==> config.mk <==
export PLATFORM = sky130hd
export DESIGN_NAME = wb_stage
export DESIGN_NICKNAME = d
export VERILOG_FILES = /design/src/rtl/wb_pkg.sv /design/src/rtl/wb_fifo.sv /design/src/rtl/wb_stage.sv
export SDC_FILE = /design/constraint.sdc
export NUM_CORES = 1
export LEC_CHECK = 0
export ABC_AREA = 1
export BUFFER_PORTS_ARGS = -buffer_cell sky130_fd_sc_hd__buf_2
export CAP_MARGIN = 5
export CORE_MARGIN = 2
export CORE_UTILIZATION = 44
export CTS_CLUSTER_DIAMETER = 150
export DETAILED_ROUTE_END_ITERATION = 6
export HOLD_SLACK_MARGIN = 0.02
export PLACE_DENSITY_LB_ADDON = 0.08
export SLEW_MARGIN = 20
export SYNTH_ARGS = -nofsm -noshare
export SYNTH_HDL_FRONTEND = slang
export SYNTH_HIERARCHICAL = 1
export SYNTH_SLANG_ARGS = --single-unit
==> constraint.sdc <==
create_clock -name clk_i -period 3.2 [get_ports clk_i]
set_input_delay 0.64 -clock clk_i [delete_from_list [all_inputs] [get_ports clk_i]]
set_output_delay 0.64 -clock clk_i [all_outputs]
set_load 0.05 [all_outputs]
==> src/rtl/wb_pkg.sv <==
// ---------------------------------------------------------------------------
// wb_pkg: shared types and constants for the writeback stage.
//   XLEN     - integer datapath width
//   AW       - register-file address width
//   wb_req_t - one register-file write request (destination + data)
//   REG_ZERO - architectural x0, which is never written
// ---------------------------------------------------------------------------
package wb_pkg;

    localparam int XLEN = 32;
    localparam int AW   = 5;

    typedef struct packed {
        logic [AW-1:0]   addr;
        logic [XLEN-1:0] data;
    } wb_req_t;

    localparam logic [AW-1:0] REG_ZERO = '0;

endpackage

==> src/rtl/wb_fifo.sv <==
// ---------------------------------------------------------------------------
// wb_fifo: small synchronous FIFO buffering long-latency writeback requests.
// The head entry is read combinationally from storage; a pushed entry becomes
// visible at the head only from the following cycle (no fall-through).
// DEPTH must be a power of two >= 2 so the pointers wrap naturally.
//
// Ports:
//   clk_i, rst_ni    clock, asynchronous active-low reset
//   push_i           write push_data_i at the tail (ignored when full)
//   push_data_i      request to enqueue
//   pop_i            drop the head entry (ignored when empty)
//   head_o           current head entry
//   full_o, empty_o  occupancy flags
//   count_o          number of valid entries (0..DEPTH)
// ---------------------------------------------------------------------------
module wb_fifo
    import wb_pkg::*;
#(
    parameter int DEPTH = 4
) (
    input  logic                     clk_i,
    input  logic                     rst_ni,
    input  logic                     push_i,
    input  wb_req_t                  push_data_i,
    input  logic                     pop_i,
    output wb_req_t                  head_o,
    output logic                     full_o,
    output logic                     empty_o,
    output logic [$clog2(DEPTH):0]   count_o
);

    localparam int PW = $clog2(DEPTH);
    localparam int CW = $clog2(DEPTH) + 1;
    localparam logic [CW-1:0] FULL_CNT = CW'(DEPTH);

    wb_req_t       mem_q [DEPTH];
    logic [PW-1:0] wr_ptr_q;
    logic [PW-1:0] rd_ptr_q;
    logic [CW-1:0] cnt_q;
    logic          do_push;
    logic          do_pop;

    assign full_o  = (cnt_q == FULL_CNT);
    assign empty_o = (cnt_q == '0);
    assign do_pop  = pop_i & ~empty_o;
    assign do_push = push_i & ~full_o;

    always_ff @(posedge clk_i or negedge rst_ni) begin
        if (!rst_ni) begin
            wr_ptr_q <= '0;
            rd_ptr_q <= '0;
            cnt_q    <= '0;
        end else begin
            if (do_push) wr_ptr_q <= wr_ptr_q + 1'b1;
            if (do_pop)  rd_ptr_q <= rd_ptr_q + 1'b1;
            cnt_q <= cnt_q + CW'(do_push) - CW'(do_pop);
        end
    end

    always_ff @(posedge clk_i or negedge rst_ni) begin
        if (!rst_ni) begin
            for (int i = 0; i < DEPTH; i++) mem_q[i] <= '0;
        end else if (do_push) begin
            mem_q[wr_ptr_q] <= push_data_i;
        end
    end

    assign head_o  = mem_q[rd_ptr_q];
    assign count_o = cnt_q;

endmodule

==> src/rtl/wb_stage.sv <==
// ---------------------------------------------------------------------------
// wb_stage: writeback stage owning the integer register file's write port.
// Merges the in-order single-cycle pipe (priority) with long-latency results
// (load/mul/div) buffered in a FIFO, and drives a registered write port.
// A starvation guard stalls the pipe for one cycle when the LL FIFO has been
// full and blocked for STARVE_MAX consecutive cycles.
//
// Build option: define WB_FWD_EN to bypass the in-flight register-file write
// onto rs1_data_o/rs2_data_o; otherwise those outputs pass the raw read data.
//
// Ports:
//   clk_i, rst_ni                      clock, async active-low reset
//   pipe_valid_i/_rd_addr_i/_rd_data_i single-cycle pipe result
//   stall_o                            pipe must hold its request (registered)
//   ll_valid_i/ll_ready_o              LL handshake
//   ll_rd_addr_i/ll_rd_data_i          LL result
//   rd_wren_o/rd_addr_o/rd_data_o      register-file write port
//   rs1/rs2_addr_i, rs1/rs2_rf_data_i  decode read address / raw RF data
//   rs1/rs2_data_o                     operand data to decode
//   ll_count_o                         LL FIFO occupancy
// ---------------------------------------------------------------------------
module wb_stage #(
    parameter int XLEN       = 32,
    parameter int AW         = 5,
    parameter int LL_DEPTH   = 4,
    parameter int STARVE_MAX = 4
) (
    input  logic                        clk_i,
    input  logic                        rst_ni,
    input  logic                        pipe_valid_i,
    input  logic [AW-1:0]               pipe_rd_addr_i,
    input  logic [XLEN-1:0]             pipe_rd_data_i,
    output logic                        stall_o,
    input  logic                        ll_valid_i,
    output logic                        ll_ready_o,
    input  logic [AW-1:0]               ll_rd_addr_i,
    input  logic [XLEN-1:0]             ll_rd_data_i,
    output logic                        rd_wren_o,
    output logic [AW-1:0]               rd_addr_o,
    output logic [XLEN-1:0]             rd_data_o,
    input  logic [AW-1:0]               rs1_addr_i,
    input  logic [AW-1:0]               rs2_addr_i,
    input  logic [XLEN-1:0]             rs1_rf_data_i,
    input  logic [XLEN-1:0]             rs2_rf_data_i,
    output logic [XLEN-1:0]             rs1_data_o,
    output logic [XLEN-1:0]             rs2_data_o,
    output logic [$clog2(LL_DEPTH):0]   ll_count_o
);

    import wb_pkg::*;

    localparam int SW = $clog2(STARVE_MAX + 1);
    localparam logic [SW-1:0] STARVE_LIM = SW'(STARVE_MAX);

    wb_req_t         ll_req;
    wb_req_t         head;
    logic            fifo_full;
    logic            fifo_empty;
    logic            push;
    logic            pop;
    logic            pipe_req;

    logic            stall_q, stall_d;
    logic [SW-1:0]   starve_q, starve_d;
    logic            rd_wren_q, rd_wren_d;
    logic [AW-1:0]   rd_addr_q, rd_addr_d;
    logic [XLEN-1:0] rd_data_q, rd_data_d;

    // x0 requests are swallowed here: pipe x0 never claims the port, and an
    // LL x0 result completes its handshake without occupying a FIFO slot.
    assign pipe_req   = pipe_valid_i & (pipe_rd_addr_i != REG_ZERO) & ~stall_q;
    assign ll_ready_o = ~fifo_full;
    assign push       = ll_valid_i & ll_ready_o & (ll_rd_addr_i != REG_ZERO);
    assign pop        = ~pipe_req & ~fifo_empty;
    assign ll_req     = '{addr: ll_rd_addr_i, data: ll_rd_data_i};

    wb_fifo #(
        .DEPTH       (LL_DEPTH)
    ) u_ll_fifo (
        .clk_i       (clk_i),
        .rst_ni      (rst_ni),
        .push_i      (push),
        .push_data_i (ll_req),
        .pop_i       (pop),
        .head_o      (head),
        .full_o      (fifo_full),
        .empty_o     (fifo_empty),
        .count_o     (ll_count_o)
    );

    // Write-port arbitration; address/data hold their last value when idle.
    always_comb begin
        rd_wren_d = 1'b0;
        rd_addr_d = rd_addr_q;
        rd_data_d = rd_data_q;
        if (pipe_req) begin
            rd_wren_d = 1'b1;
            rd_addr_d = pipe_rd_addr_i;
            rd_data_d = pipe_rd_data_i;
        end else if (pop) begin
            rd_wren_d = 1'b1;
            rd_addr_d = head.addr;
            rd_data_d = head.data;
        end
    end

    // Starvation guard. stall is raised in the same edge that the counter
    // reaches the limit, so the stalled cycle pops the head and the stall
    // clears right after. Clearing on empty keeps the pipe from ever being
    // held with nothing to drain.
    always_comb begin
        starve_d = starve_q;
        stall_d  = stall_q;
        if (pop || fifo_empty) begin
            starve_d = '0;
            stall_d  = 1'b0;
        end else if (fifo_full && pipe_req) begin
            if (starve_q != STARVE_LIM) starve_d = starve_q + 1'b1;
            if (starve_d == STARVE_LIM) stall_d = 1'b1;
        end
    end

    always_ff @(posedge clk_i or negedge rst_ni) begin
        if (!rst_ni) begin
            stall_q   <= 1'b0;
            starve_q  <= '0;
            rd_wren_q <= 1'b0;
            rd_addr_q <= '0;
            rd_data_q <= '0;
        end else begin
            stall_q   <= stall_d;
            starve_q  <= starve_d;
            rd_wren_q <= rd_wren_d;
            rd_addr_q <= rd_addr_d;
            rd_data_q <= rd_data_d;
        end
    end

    assign stall_o   = stall_q;
    assign rd_wren_o = rd_wren_q;
    assign rd_addr_o = rd_addr_q;
    assign rd_data_o = rd_data_q;

`ifdef WB_FWD_EN
    // The register file does not bypass its own write to its read ports, so
    // the write being committed this cycle is forwarded here.
    function automatic logic [XLEN-1:0] fwd_sel(
        input logic [AW-1:0]   rs_addr,
        input logic [XLEN-1:0] rs_rf_data,
        input logic            wr_en,
        input logic [AW-1:0]   wr_addr,
        input logic [XLEN-1:0] wr_data
    );
        if (rs_addr == REG_ZERO)                 return '0;
        else if (wr_en && (wr_addr == rs_addr))  return wr_data;
        else                                     return rs_rf_data;
    endfunction

    assign rs1_data_o = fwd_sel(rs1_addr_i, rs1_rf_data_i, rd_wren_q, rd_addr_q, rd_data_q);
    assign rs2_data_o = fwd_sel(rs2_addr_i, rs2_rf_data_i, rd_wren_q, rd_addr_q, rd_data_q);
`else
    // Without forwarding, decode stalls on a match; read addresses are unused.
    logic unused_rs_addr;
    assign unused_rs_addr = ^{rs1_addr_i, rs2_addr_i};
    assign rs1_data_o     = rs1_rf_data_i;
    assign rs2_data_o     = rs2_rf_data_i;
`endif

endmodule

==> impl_metrics.ini <==
[timing]
rsz0062_at_grt = false
setup_viol = 0
period_minus_slack_ns = 2.54
relSlewSlack_pct = 32.5
hold_viol = 0
final.setup.tns_ns = 0
min_period_over_period_pct = 79.5
worst_pin_slew_ns = 1.01
skew_ns = 0.0133
max_freq_ghz = 0.393
slew_viol_final = 0
timing.hold.ws_ns = 0.176

[cells_and_area]
finalNonFillerCells = 1591
fillers = 2265
final_common_cell = nand2_1
layout.nets = 1426
layout_common_cells = nand2_1, dfrtp_1, nand4_1
multi_input_area_um2 = 4200
area_growth_pct = 7.38
drive_gt1_share_pct = 15.7
regArea_um2 = 4930

[drt]
wl_per_cell_um = 18.3
dr_total_vias = 8708
wl_um = 29100
antenna_left = 0
first_iter_violations = 822
drc = 0
vias_per_cell = 5.47
dr.pass1.iters = 5

[clocking]
hold_buffers = 0
post-cts-setup-buffer-count = 0
clk_pin_slew_ns = 0.07
htreeDepth = 4
cts_resized = 0
clock_latency_ns = 0.44
cts.path.max_buffers = 2
cts_made_buffers = 17
cts_tree = built
cts-root-buf = clkbuf_16
clock_sinks = 197

[yosys]
synthDistinctLibCells = 28
avgSynthCellArea_um2 = 8.09
synth_top_area_cell = dfrtp_1
synthCells = 1270
seq_area_frac_synth_pct = 48.0
yosys_warnings = 6
syn_area_um2 = 10300
syn_nets = 1431
synth-seq-cells = 197
synth_top_area_share_pct = 48.0
ys_top_cells_by_area = dfrtp_1, nand2_1, nand4_1

[worst_hold_path]
hold_path.class = in2async

[die]
die-area_um2 = 24600
rows = 55
start_util_pct = 45.1
core_um2 = 22800
die_y_um = 157
pin_count = 259
die_x_um = 157

[place]
dpl.cell_count = 1559
port_buffers = 120
gp_congestion = 0.746
dp_hpwl_um = 17100

[worst_setup_path]
cp-end-kind = register
crit_path_top_delay_cell = dfrtp_1
cp-start-kind = register
cp_max_fo = 14
path_class = reg2reg
crit_chain = nand2_4 > inv_1 > inv_1 > nand3_1 > inv_4 > nand2_1 > ha_1 > inv_1 > ha_1 > fa_1 > xnor2_1
path_common_cell = inv_1
cp.arrival_ns = 2.87
slowest_delay_ns = 0.43
required_ns = 3.52

[global_routing]
grt_usage_pct = 24.4
grt-ovfl-total = 0
antenna_found_initial = 1
grt_max_degree = 97
first_global_vias = 8420
grt_pass1_wl_um = 46700

[power]
power_density_nw_per_um2 = 1080
p_leak_nw = 5.54
peakVddDrop_mv = 0.461

[flow_run]
maxCapViolCount = 0

[status]
status = completed
layout make-up:
cell class | count | share of cell area, %
clock buffers | 23 | 4.24
repair buffers | 146 | 7.97
well taps | 313 | 3.55
flip-flops and latches | 197 | 44.7
clock inverters | 8 | 0.703
inverters | 20 | 0.703
diodes | 1 | 0.0227
multi-input cells | 883 | 38.1
synth_stat cells (all sizes together):
cell	count
inv	20
a21oi	2
ha	8
o21ai	113
nand4	148
dfrtp	197
nand2	362
clkbuf	25
nor3	2
nor2	122
fa	1
buf	145
nand3	124
xnor2	1
worst max-delay path, delay by kind of cell, from the launching register on:
kind	cells	cell delay, ns
simple gates	3	0.38
buf+inv	4	0.59
flops	1	0.43
fa+ha+maj	3	0.88
xor+xnor	1	0.14
registers in the layout, indices dropped and copies added (netlist names):
register / cells
rd_addr_o: 5
rd_data_o: 32
rd_wren_o: 1
stall_o: 1
starve_q: 3
u_ll_fifo/count_o: 3
u_ll_fifo/mem_q: 148
u_ll_fifo/rd_ptr_q: 2
u_ll_fifo/wr_ptr_q: 2
logic make-up after synthesis:
kind of cell	Yosys count	synth area share, %
buf+inv	190	11.2
compound gates	115	5.60
flops	197	48.0
xor+xnor	1	0.0853
simple gates	758	34.0
fa+ha+maj	9	1.17
metrics by stage:
step / util [%] / cell area [µm²] / total power, W / setup WS [ns]
2_1_floorplan: - / 10300 / 0.00847 / 0.00777
3_3_place_gp: 46.0 / 10500 / 0.00986 / 0.581
3_5_place_dp: 46.0 / 10500 / 0.00995 / 0.555
4_1_cts: 48.4 / 11000 / 0.0120 / 0.683
5_1_grt: 48.4 / 11000 / 0.0129 / 0.452
6_report: 48.4 / 11000 / 0.0120 / 0.657
path summary, 6_finish.rpt:
kind,start,endpoint,slack (ns),cells past startpoint
worst min register to register,u_ll_fifo/mem_q[108],u_ll_fifo/mem_q[108],0.46,2
worst max register to register,u_ll_fifo/count_o[2],u_ll_fifo/count_o[2],0.66,11
worst min-delay path,rst_ni,starve_q[2],0.18,1
min in group clk_i,pipe_rd_data_i[6],rd_data_o[6],0.42,3
worst max-delay path,u_ll_fifo/count_o[2],u_ll_fifo/count_o[2],0.66,11
max in group asynchronous,rst_ni,u_ll_fifo/mem_q[133],2.13,2
layer usage:
layer	routed length (µm)	up-vias	GRT usage, %
li1	-	4199	-
met1	14400	4227	37.4
met2	12900	260	36.1
met3	1610	22	4.29
met4	187	0	5.07
met5	0	-	0
power by group:
group	leakage (nW)	switching (W)	internal (W)	total [W]
Clock	0.251	0.000937	0.00111	0.00205
Sequential	2.46	0.000576	0.00362	0.00419
Combinational	2.83	0.00422	0.00151	0.00573
Total	5.54	0.00573	0.00624	0.0120
Power figures use the tool's default switching activity.
